### config.mk
export PLATFORM = sky130hd
export DESIGN_NAME = turn_signal_controller
export DESIGN_NICKNAME = d
export VERILOG_FILES = /design/src/rtl/turn_signal_controller_pkg.sv /design/src/rtl/turn_signal_controller_switch_debouncer.sv /design/src/rtl/turn_signal_controller.sv
export SDC_FILE = /design/constraint.sdc
export NUM_CORES = 1
export LEC_CHECK = 0
export ABC_CLOCK_PERIOD_IN_PS = 2900
export CORE_AREA = 2 2 131 133
export DETAILED_ROUTE_END_ITERATION = 6
export DIE_AREA = 0 0 133 135
export GPL_TIMING_DRIVEN = 1
export HOLD_SLACK_MARGIN = 0.05
export PLACE_DENSITY_LB_ADDON = 0.1
export SKIP_LAST_GASP = 1
export SLEW_MARGIN = 5
export SYNTH_ARGS = -nofsm -noshare
export SYNTH_HDL_FRONTEND = slang
export SYNTH_SLANG_ARGS = --single-unit
### constraint.sdc
create_clock -name clk -period 2.9 [get_ports clk]
set_input_delay 0.87 -clock clk [delete_from_list [all_inputs] [get_ports clk]]
set_output_delay 0.87 -clock clk [all_outputs]
set_load 0.005 [all_outputs]
### src/rtl/turn_signal_controller_pkg.sv
// Shared turn-indicator definitions: FSM encoding and 50 MHz timing defaults,
// so the dashboard and sound blocks agree on identical values.
package turn_signal_controller_pkg;

  localparam int unsigned BLINK_HALF_CYCLES_DEF = 16_666_667;  // 1.5 Hz at 50 MHz
  localparam int unsigned DEBOUNCE_CYCLES_DEF   = 500_000;     // 10 ms
  localparam int unsigned TAP_CYCLES_DEF        = 25_000_000;  // 0.5 s
  localparam int unsigned COMFORT_FLASHES_DEF   = 3;
  localparam logic [2:0]  FLASH_SAT             = 3'd7;

  typedef enum logic [2:0] {
    ST_IDLE,
    ST_LEFT,
    ST_RIGHT,
    ST_HAZARD,
    ST_COMFORT
  } state_e;

  typedef enum logic {
    DIR_LEFT  = 1'b0,
    DIR_RIGHT = 1'b1
  } dir_e;

  function automatic int unsigned max_u(input int unsigned a, input int unsigned b);
    return (a > b) ? a : b;
  endfunction

endpackage

### src/rtl/turn_signal_controller_switch_debouncer.sv
// Two-flop synchronizer followed by a stability counter; the output level
// follows the input only after it has differed for DEBOUNCE_CYCLES clocks.
module switch_debouncer
  import turn_signal_controller_pkg::*;
#(
  parameter int unsigned DEBOUNCE_CYCLES = DEBOUNCE_CYCLES_DEF
) (
  input  logic clk,
  input  logic rst_n,
  input  logic sw_raw,
  output logic sw_level
);

  localparam int unsigned CW = $clog2(DEBOUNCE_CYCLES + 1);

  logic          sync1_q, sync2_q;
  logic          level_q, level_d;
  logic [CW-1:0] cnt_q, cnt_d;

  // NOTE: every variable assigned in always_comb gets a default first, so no
  // path through the block leaves it unassigned and no latch is inferred.
  always_comb begin
    level_d = level_q;
    cnt_d   = cnt_q;
    if (sync2_q == level_q) begin
      cnt_d = '0;
    end else if (cnt_q == CW'(DEBOUNCE_CYCLES - 1)) begin
      level_d = sync2_q;
      cnt_d   = '0;
    end else begin
      cnt_d = cnt_q + 1'b1;
    end
  end

  // NOTE: state flops use non-blocking assignments so every flop samples
  // pre-edge values regardless of statement order.
  always_ff @(posedge clk or negedge rst_n) begin
    if (!rst_n) begin
      sync1_q <= 1'b0;
      sync2_q <= 1'b0;
      level_q <= 1'b0;
      cnt_q   <= '0;
    end else begin
      sync1_q <= sw_raw;
      sync2_q <= sync1_q;
      level_q <= level_d;
      cnt_q   <= cnt_d;
    end
  end

  assign sw_level = level_q;

endmodule

### src/rtl/turn_signal_controller.sv
// Turn-indicator controller: debounced switches drive a LEFT/RIGHT/HAZARD/COMFORT
// FSM and a shared blink engine; lamp and phase outputs are registered.
module turn_signal_controller
  import turn_signal_controller_pkg::*;
#(
  parameter int unsigned BLINK_HALF_CYCLES = BLINK_HALF_CYCLES_DEF,
  parameter int unsigned DEBOUNCE_CYCLES   = DEBOUNCE_CYCLES_DEF,
  parameter int unsigned TAP_CYCLES        = TAP_CYCLES_DEF,
  parameter int unsigned COMFORT_FLASHES   = COMFORT_FLASHES_DEF
) (
  input  logic clk,
  input  logic rst_n,
  input  logic engine_on,
  input  logic left_sw,
  input  logic right_sw,
  input  logic hazard_sw,
  output logic turn_signal_on,
  output logic left_lamp,
  output logic right_lamp,
  output logic hazard_active
);

  localparam int unsigned TW = $clog2(max_u(BLINK_HALF_CYCLES, TAP_CYCLES) + 1);

  logic l_deb, r_deb, h_deb;

  switch_debouncer #(.DEBOUNCE_CYCLES(DEBOUNCE_CYCLES)) u_deb_left (
    .clk(clk), .rst_n(rst_n), .sw_raw(left_sw), .sw_level(l_deb));
  switch_debouncer #(.DEBOUNCE_CYCLES(DEBOUNCE_CYCLES)) u_deb_right (
    .clk(clk), .rst_n(rst_n), .sw_raw(right_sw), .sw_level(r_deb));
  switch_debouncer #(.DEBOUNCE_CYCLES(DEBOUNCE_CYCLES)) u_deb_hazard (
    .clk(clk), .rst_n(rst_n), .sw_raw(hazard_sw), .sw_level(h_deb));

  state_e        state_q, state_d;
  dir_e          dir_q, dir_d;
  logic          phase_q, phase_d;
  logic [TW-1:0] half_q, half_d;
  logic [TW-1:0] tap_q, tap_d;
  logic [2:0]    flash_q, flash_d;
  logic          turn_q, turn_d, left_q, left_d, right_q, right_d, haz_q, haz_d;

  logic l_only, r_only, half_end, entry, in_dir_d;

  // Both direction switches together count as neither.
  assign l_only   = l_deb & ~r_deb;
  assign r_only   = r_deb & ~l_deb;
  assign half_end = (half_q == TW'(BLINK_HALF_CYCLES - 1));

  always_comb begin
    state_d = state_q;
    dir_d   = dir_q;
    if (h_deb) begin
      state_d = ST_HAZARD;
    end else begin
      unique case (state_q)
        ST_IDLE: begin
          if (engine_on && l_only)      state_d = ST_LEFT;
          else if (engine_on && r_only) state_d = ST_RIGHT;
        end
        ST_LEFT, ST_RIGHT: begin
          if (!engine_on) begin
            state_d = ST_IDLE;
          end else if (state_q == ST_LEFT && r_only) begin
            state_d = ST_RIGHT;
          end else if (state_q == ST_RIGHT && l_only) begin
            state_d = ST_LEFT;
          end else if (!(state_q == ST_LEFT ? l_only : r_only)) begin
            if (tap_q < TW'(TAP_CYCLES)) begin
              state_d = ST_COMFORT;
              dir_d   = (state_q == ST_LEFT) ? DIR_LEFT : DIR_RIGHT;
            end else begin
              state_d = ST_IDLE;
            end
          end
        end
        ST_COMFORT: begin
          if (!engine_on)   state_d = ST_IDLE;
          else if (l_only)  state_d = ST_LEFT;
          else if (r_only)  state_d = ST_RIGHT;
          else if (phase_q && half_end && (32'(flash_q) >= COMFORT_FLASHES))
            state_d = ST_IDLE;
        end
        default: state_d = ST_IDLE;
      endcase
    end
  end

  // COMFORT inherits the running phase and flash count; other changes restart.
  assign entry    = (state_d != state_q) && (state_d != ST_IDLE) && (state_d != ST_COMFORT);
  assign in_dir_d = (state_d == ST_LEFT) || (state_d == ST_RIGHT);

  always_comb begin
    phase_d = phase_q;
    half_d  = half_q;
    flash_d = flash_q;
    tap_d   = tap_q;
    if (state_d == ST_IDLE) begin
      phase_d = 1'b0;
      half_d  = '0;
      flash_d = '0;
      tap_d   = '0;
    end else if (entry) begin
      phase_d = 1'b1;
      half_d  = '0;
      flash_d = 3'd1;
      tap_d   = '0;
    end else begin
      if (half_end) begin
        half_d  = '0;
        phase_d = ~phase_q;
        if (!phase_q && flash_q != FLASH_SAT) flash_d = flash_q + 3'd1;
      end else begin
        half_d = half_q + 1'b1;
      end
      if (!in_dir_d)                        tap_d = '0;
      else if (tap_q != TW'(TAP_CYCLES))    tap_d = tap_q + 1'b1;
    end
  end

  always_comb begin
    turn_d  = phase_q && (state_q != ST_IDLE);
    left_d  = phase_q && ((state_q == ST_LEFT) || (state_q == ST_HAZARD) ||
                          (state_q == ST_COMFORT && dir_q == DIR_LEFT));
    right_d = phase_q && ((state_q == ST_RIGHT) || (state_q == ST_HAZARD) ||
                          (state_q == ST_COMFORT && dir_q == DIR_RIGHT));
    haz_d   = (state_q == ST_HAZARD);
  end

  always_ff @(posedge clk or negedge rst_n) begin
    if (!rst_n) begin
      state_q <= ST_IDLE;
      dir_q   <= DIR_LEFT;
      phase_q <= 1'b0;
      half_q  <= '0;
      tap_q   <= '0;
      flash_q <= '0;
      turn_q  <= 1'b0;
      left_q  <= 1'b0;
      right_q <= 1'b0;
      haz_q   <= 1'b0;
    end else begin
      state_q <= state_d;
      dir_q   <= dir_d;
      phase_q <= phase_d;
      half_q  <= half_d;
      tap_q   <= tap_d;
      flash_q <= flash_d;
      turn_q  <= turn_d;
      left_q  <= left_d;
      right_q <= right_d;
      haz_q   <= haz_d;
    end
  end

  assign turn_signal_on = turn_q;
  assign left_lamp      = left_q;
  assign right_lamp     = right_q;
  assign hazard_active  = haz_q;

endmodule

======== Word-level counts from Yosys, hierarchy flattened ========
Cells that the tools add are included.
cells by class
  reductions and logical operators ........ 32
  bitwise logic cells ..................... 13
  $add $sub $neg .......................... 6
  muxes and demuxes ....................... 35
  $lt $le $gt $ge ......................... 2
  equality and inequality tests ........... 18
operator list
  cell                     count
  $mux W25                 7
  $mux W19                 6
  $add A19 B1 Y19 const B  3
  $eq A19 B19 Y1 const B   3
  $add A25 B1 Y25 const B  2
  $mux W3                  16
  $eq A25 B24 Y1 const B   1
  $lt A25 B25 Y1 const B   1
  $ne A25 B25 Y1 const B   1
  $logic_and A1 B1 Y1      14
  $reduce_bool A3 Y1       4
  $not A1 Y1               11
  $eq A3 B2 Y1 const B     3
  $pmux W3 S3              1
  $reduce_and A2 Y1        4
  $reduce_and A7 Y1        1
  $eq A3 B1 Y1 const B     2
  $logic_not A3 Y1         2
  $ne A3 B3 Y1 const B     2
  $logic_or A1 B1 Y1       5
  $mux W1                  5
  $ne A4 B2 Y1 const B     1
  $add A3 B1 Y3 const B    1
  $eq A1 B1 Y1             3
  other kinds (6)          7
storage, ports and cells
  output and inout port bits .............. 4
  logic and storage cells ................. 128
  register bits ........................... 128
  input port bits ......................... 6

======== Longest topological paths before layout ========
  depth in word-level cells ............... 14
  gate-level depth with buffers ........... 8
  gate-level depth less buffers ........... 7

======== Cells and area by module ========
A second synthesis with hierarchy kept.
unflattened totals
  cell total of the unflattened synthesis .. 660
  area total of the unflattened synthesis .. 6630.1 sq um
modules (own cells, without submodules)
  module                  instances  area each (sq um)  cells an instance  sequential area each (sq um)
  turn_signal_controller  1          3390.8             345                1551.5
  switch_debouncer        3          1079.8             105                550.5

======== Worst setup path before layout ========
No wires, ideal clock.
  path kind ............................... input -> register
  start ................................... in engine_on
  end ..................................... reg half_q[0]
  required time ........................... 2.827 ns
  cell stages on the path ................. 6
  setup time .............................. 0.073 ns
  path buffers ............................ 1
  arrival ................................. 2.367 ns
  slack ................................... 0.460 ns
  path through ............................ nand3b_1 -> or4b_4 -> and3_4 -> or4_4 -> buf_6 -> a21oi_2
on the way
  cells in the longest elaborated chain, start to end .. 10
  elaborated cells on any way between the ends .. 16
  those cells by class .................... 2 x eq/ne; 8 x mux; 6 x reduce/logical
ends and longest elaborated chain
  what                                                       RTL line                       text
  start, declared                                            turn_signal_controller.sv:13   input logic engine_on,
  $logic_and A1 B1 Y1                                        turn_signal_controller.sv:58   else if (engine_on && r_only) state_d = ST_RIGHT;
  $mux W3                                                    turn_signal_controller.sv:58
  $mux W3                                                    turn_signal_controller.sv:57   if (engine_on && l_only) state_d = ST_LEFT;
  $pmux W3 S3 *                                              turn_signal_controller.sv:55   unique case (state_q)
  $mux W3 *                                                  turn_signal_controller.sv:52   if (h_deb) begin
  $ne A3 B3 Y1 / $reduce_bool A3 Y1 (equally long branches)  turn_signal_controller.sv:89   assign entry = (state_d != state_q) && (state_d != ST_IDLE) && (state_d != ST_COMFORT);
  $logic_and A1 B1 Y1 (2 in series)                          turn_signal_controller.sv:89
  $mux W25                                                   turn_signal_controller.sv:102  end else if (entry) begin
  $mux W25 *                                                 turn_signal_controller.sv:97   if (state_d == ST_IDLE) begin
  via half_d[0]                                              turn_signal_controller.sv:37   logic [TW-1:0] half_q, half_d;
  end signal, assigned                                       turn_signal_controller.sv:145  half_q <= half_d;
  end, declared                                              turn_signal_controller.sv:37
Mark *: on every way through the listed nets, which the timed path passes. The rest lies on a longest branch.
A chain may end at the register's enable or synchronous reset.

======== Worst setup path in the final report ========
  start ................................... in engine_on
  end ..................................... reg half_q[2]
Same word-level chain as after synthesis.

==> summary.md <==
| Metric | Value |
|---|---|
| Run status | complete, no violations |
| Post-CTS Resized | 0 |
| Die width | 133 um |
| ANT nets after route | 0 |
| Routability cong. | between 0.7 and 0.8 |
| Top post-synthesis cells by count | 128 x dfrtp_1, 114 x nor2_1, 62 x xnor2_1 |
| FF-to-FF Start | half_q[4] |
| Clock Latency Late Sink | 0.41 ns |
| Rows | 47 |
| Root buffer cell | clkbuf_16 |
| Final instance area | 0.00748 mm2 |
| Min Tclk post-route | roughly 2.6 ns |
| Syn_nets | 677 |
| Fin crit share | 90.7% |
| Post-layout net count | 700 |
| Via count | 4,641 |
| Cell Count Post-Placement | 885 |
| Final setup margin | 0.271 ns |
| DIE HEIGHT | 135 um |
| Area delta synth->final | 15.2% |
| Worst-path clk slew | 0.05 ns |
| Worst slew margin relative to its limit | 50.7% |
| # DRC | 0 |
| Drt pass-1 iters | 4 |
| Number of port buffers | 9 |
| Worst min-delay path startpoint | u_deb_left.sync1_q |
| Leakage | between 2 and 3 nW |
| EDFF count, synth | 0 |
| Post-route total power | 3.99 mW |
| Crit path launch type | input pin |
| Synth top area cells | dfrtp_1 49%, xnor2_1 8.4%, nor2_1 6.6% |
| Final-report hold violation count | 0 |
| Initial Util | around 40% |
| Setup Slack @ Placement | -0.147 ns |
| Pin count of the biggest net entering global routing | roughly 130 |
| CTS sink count | between 100 and 150 |
| Final setup violation count | 0 |
| Clock buffer depth | 2 |
| Die area | ~0.018 mm2 |
| Vias in the first global route | ~4,600 |
| RSZ-0062 raised after global routing | no |
| Congestion Overflow GR | 0 |
| Async SR Flop Fraction | between 90% and 100% |
| CTS tree | done |
| Hold WS | 0.360 ns |
| Worst clock skew | roughly 0.0063 ns |
| Crit path DAT | 2.97 ns |
| Hpwl dp | 8310 um |
| Seq/Total Area, Yosys | between 40% and 50% |
| Distinct cells, synth | 54 |
| Crit Path Max Fanout | 21 |
| Worst Path Class, Setup | input pin to flip-flop |
| Vias per cell | around 5.1 |
| Top-count cell post-synth | dfrtp_1 |
| CP endpoint kind | flip-flop |
| Wire per inst | around 14 um |
| I/O pins | 10 |
| Highest ir drop seen on vdd | slightly above 0.0004 V |
| CTS H-tree lvls | 4 |
| Non-filler cells, final | ~920 |
| Crit path launch | engine_on |
| First-pass GRT wire length | approximately 22,000 um |
| DR iter-0 viols | 253 |
| Pwr per Cell Area | approximately 530 mW/mm2 |
| Post-synth top flop | dfrtp_1 |
| Hold-fix buffer count after cts | 0 |
| Slew Viols, Final | 0 |
| Yosys warns | 0 |
| Core area | about 0.016 mm2 |
| Max Cap Viol | 0 |
| Most area-hungry cell type in the Yosys netlist | dfrtp_1 |
| DP Area | 0.00690 mm2 |
| Mapped Area | 0.00649 mm2 |
| Syn_area_per_cell | between 9 and 10 um2 |
| Yosys reg bits | 128 |
| Share of the synthesized area in the top cell type | between 40 and 50% |
| CP required | about 3.2 ns |
| Tightest Pin Transition | around 0.73 ns |
| Setup bufs post-CTS | 0 |
| Initial antenna violation count | 0 |
| Final Core Density | between 40% and 50% |
| Antenna diodes | 0 |
| Achievable Freq | 0.380 GHz |
| Min-delay worst type | flip-flop to flip-flop |
| TNS Setup | 0 ns |
| Final WL | 12,600 um |
| Global Route Usage Sum | between 15 and 20% |
| Share of cells above drive strength 1 | about an eighth |
| Num CTS Buffers | 17 |
| Post-Synthesis Cells | 661 |
[registers in the layout, indices dropped and copies added (netlist names), 3 cells and up]
name / cells
u_deb_left.cnt_q: 19
u_deb_right.cnt_q: 19
state_q: 3
u_deb_hazard.cnt_q: 19
half_q: 25
tap_q: 25
flash_q: 3
[layout by cell type, fill, tap and decap left out, types with 9 or more instances in the layout]
master and n:
a21oi_1 11, a21oi_2 20, and3_1 15, and4_1 10, buf_4 11, clkbuf_16 17, dfrtp_1 128, ha_1 10
inv_1 24, nand2_1 37, nand3_1 41, nand4_1 22, nor2_1 114, nor3_1 24, nor4_1 12, or2_2 9
or3_1 9, xnor2_1 62, xor2_1 33
[worst max-delay path, stage by stage]
cell and delay, ns:
clkdlybuf4s50_1 0.50, nand3b_1 0.12, o41a_2 0.46, and3_4 0.19, or4_4 0.50, buf_12 0.19
a21oi_2 0.13
[area by class of cell]
type / instances / area [um2]
clock inverter: 6 / 80.1
sequential: 128 / 3200
timing repair buffer: 22 / 223
inverter: 24 / 90.1
multi-input combinational: 491 / 3110
tap: 220 / 275
fill: 1541 / 8930
clock buffer: 24 / 502
[worst paths after layout]
check | endpoint | slack (ns) | cells past startpoint
worst min-delay path | u_deb_left.sync2_q | 0.36 | 0
worst max register to register | flash_q[2] | 0.38 | 6
worst max-delay path | half_q[2] | 0.27 | 7
max in group asynchronous | half_q[13] | 1.80 | 2
min in group asynchronous | u_deb_hazard.cnt_q[4] | 0.52 | 2
worst min register to register | u_deb_left.sync2_q | 0.36 | 0
[per-layer routing]
metal	vias up	share of wire, %	global-route usage, %	wire (um)
met5	-	0	0	0
met4	0	0.87	5.02	110
met3	7	2.7	3.94	340
met2	42	46	24.2	5800
met1	2262	50	21.0	6350
li1	2330	-	-	-
[cell families (layout without fill, tap and decap cells)]
| logic type | Yosys count | after routing | synth area share [%] |
|---|---|---|---|
| and+or+nand+nor | 320 | 320 | 25.1 |
| DFF | 128 | 128 | 49.3 |
| xor gates and xnor gates | 95 | 95 | 12.8 |
| AOI/OAI and AO/OA | 60 | 60 | 6.92 |
| buffers and inverters | 42 | 76 | 2.93 |
| adders and majority gates | 11 | 11 | 2.10 |
| muxes | 5 | 5 | 0.828 |
[power breakdown]
part	leakage, nW	internal, mW	switching, mW
registers	1.77	1.80	0.0130
clock network	0.292	1.36	0.735
logic	0.857	0.0209	0.0575
total	2.92	3.19	0.805
Note: power is estimated with default switching activity, not from simulation.
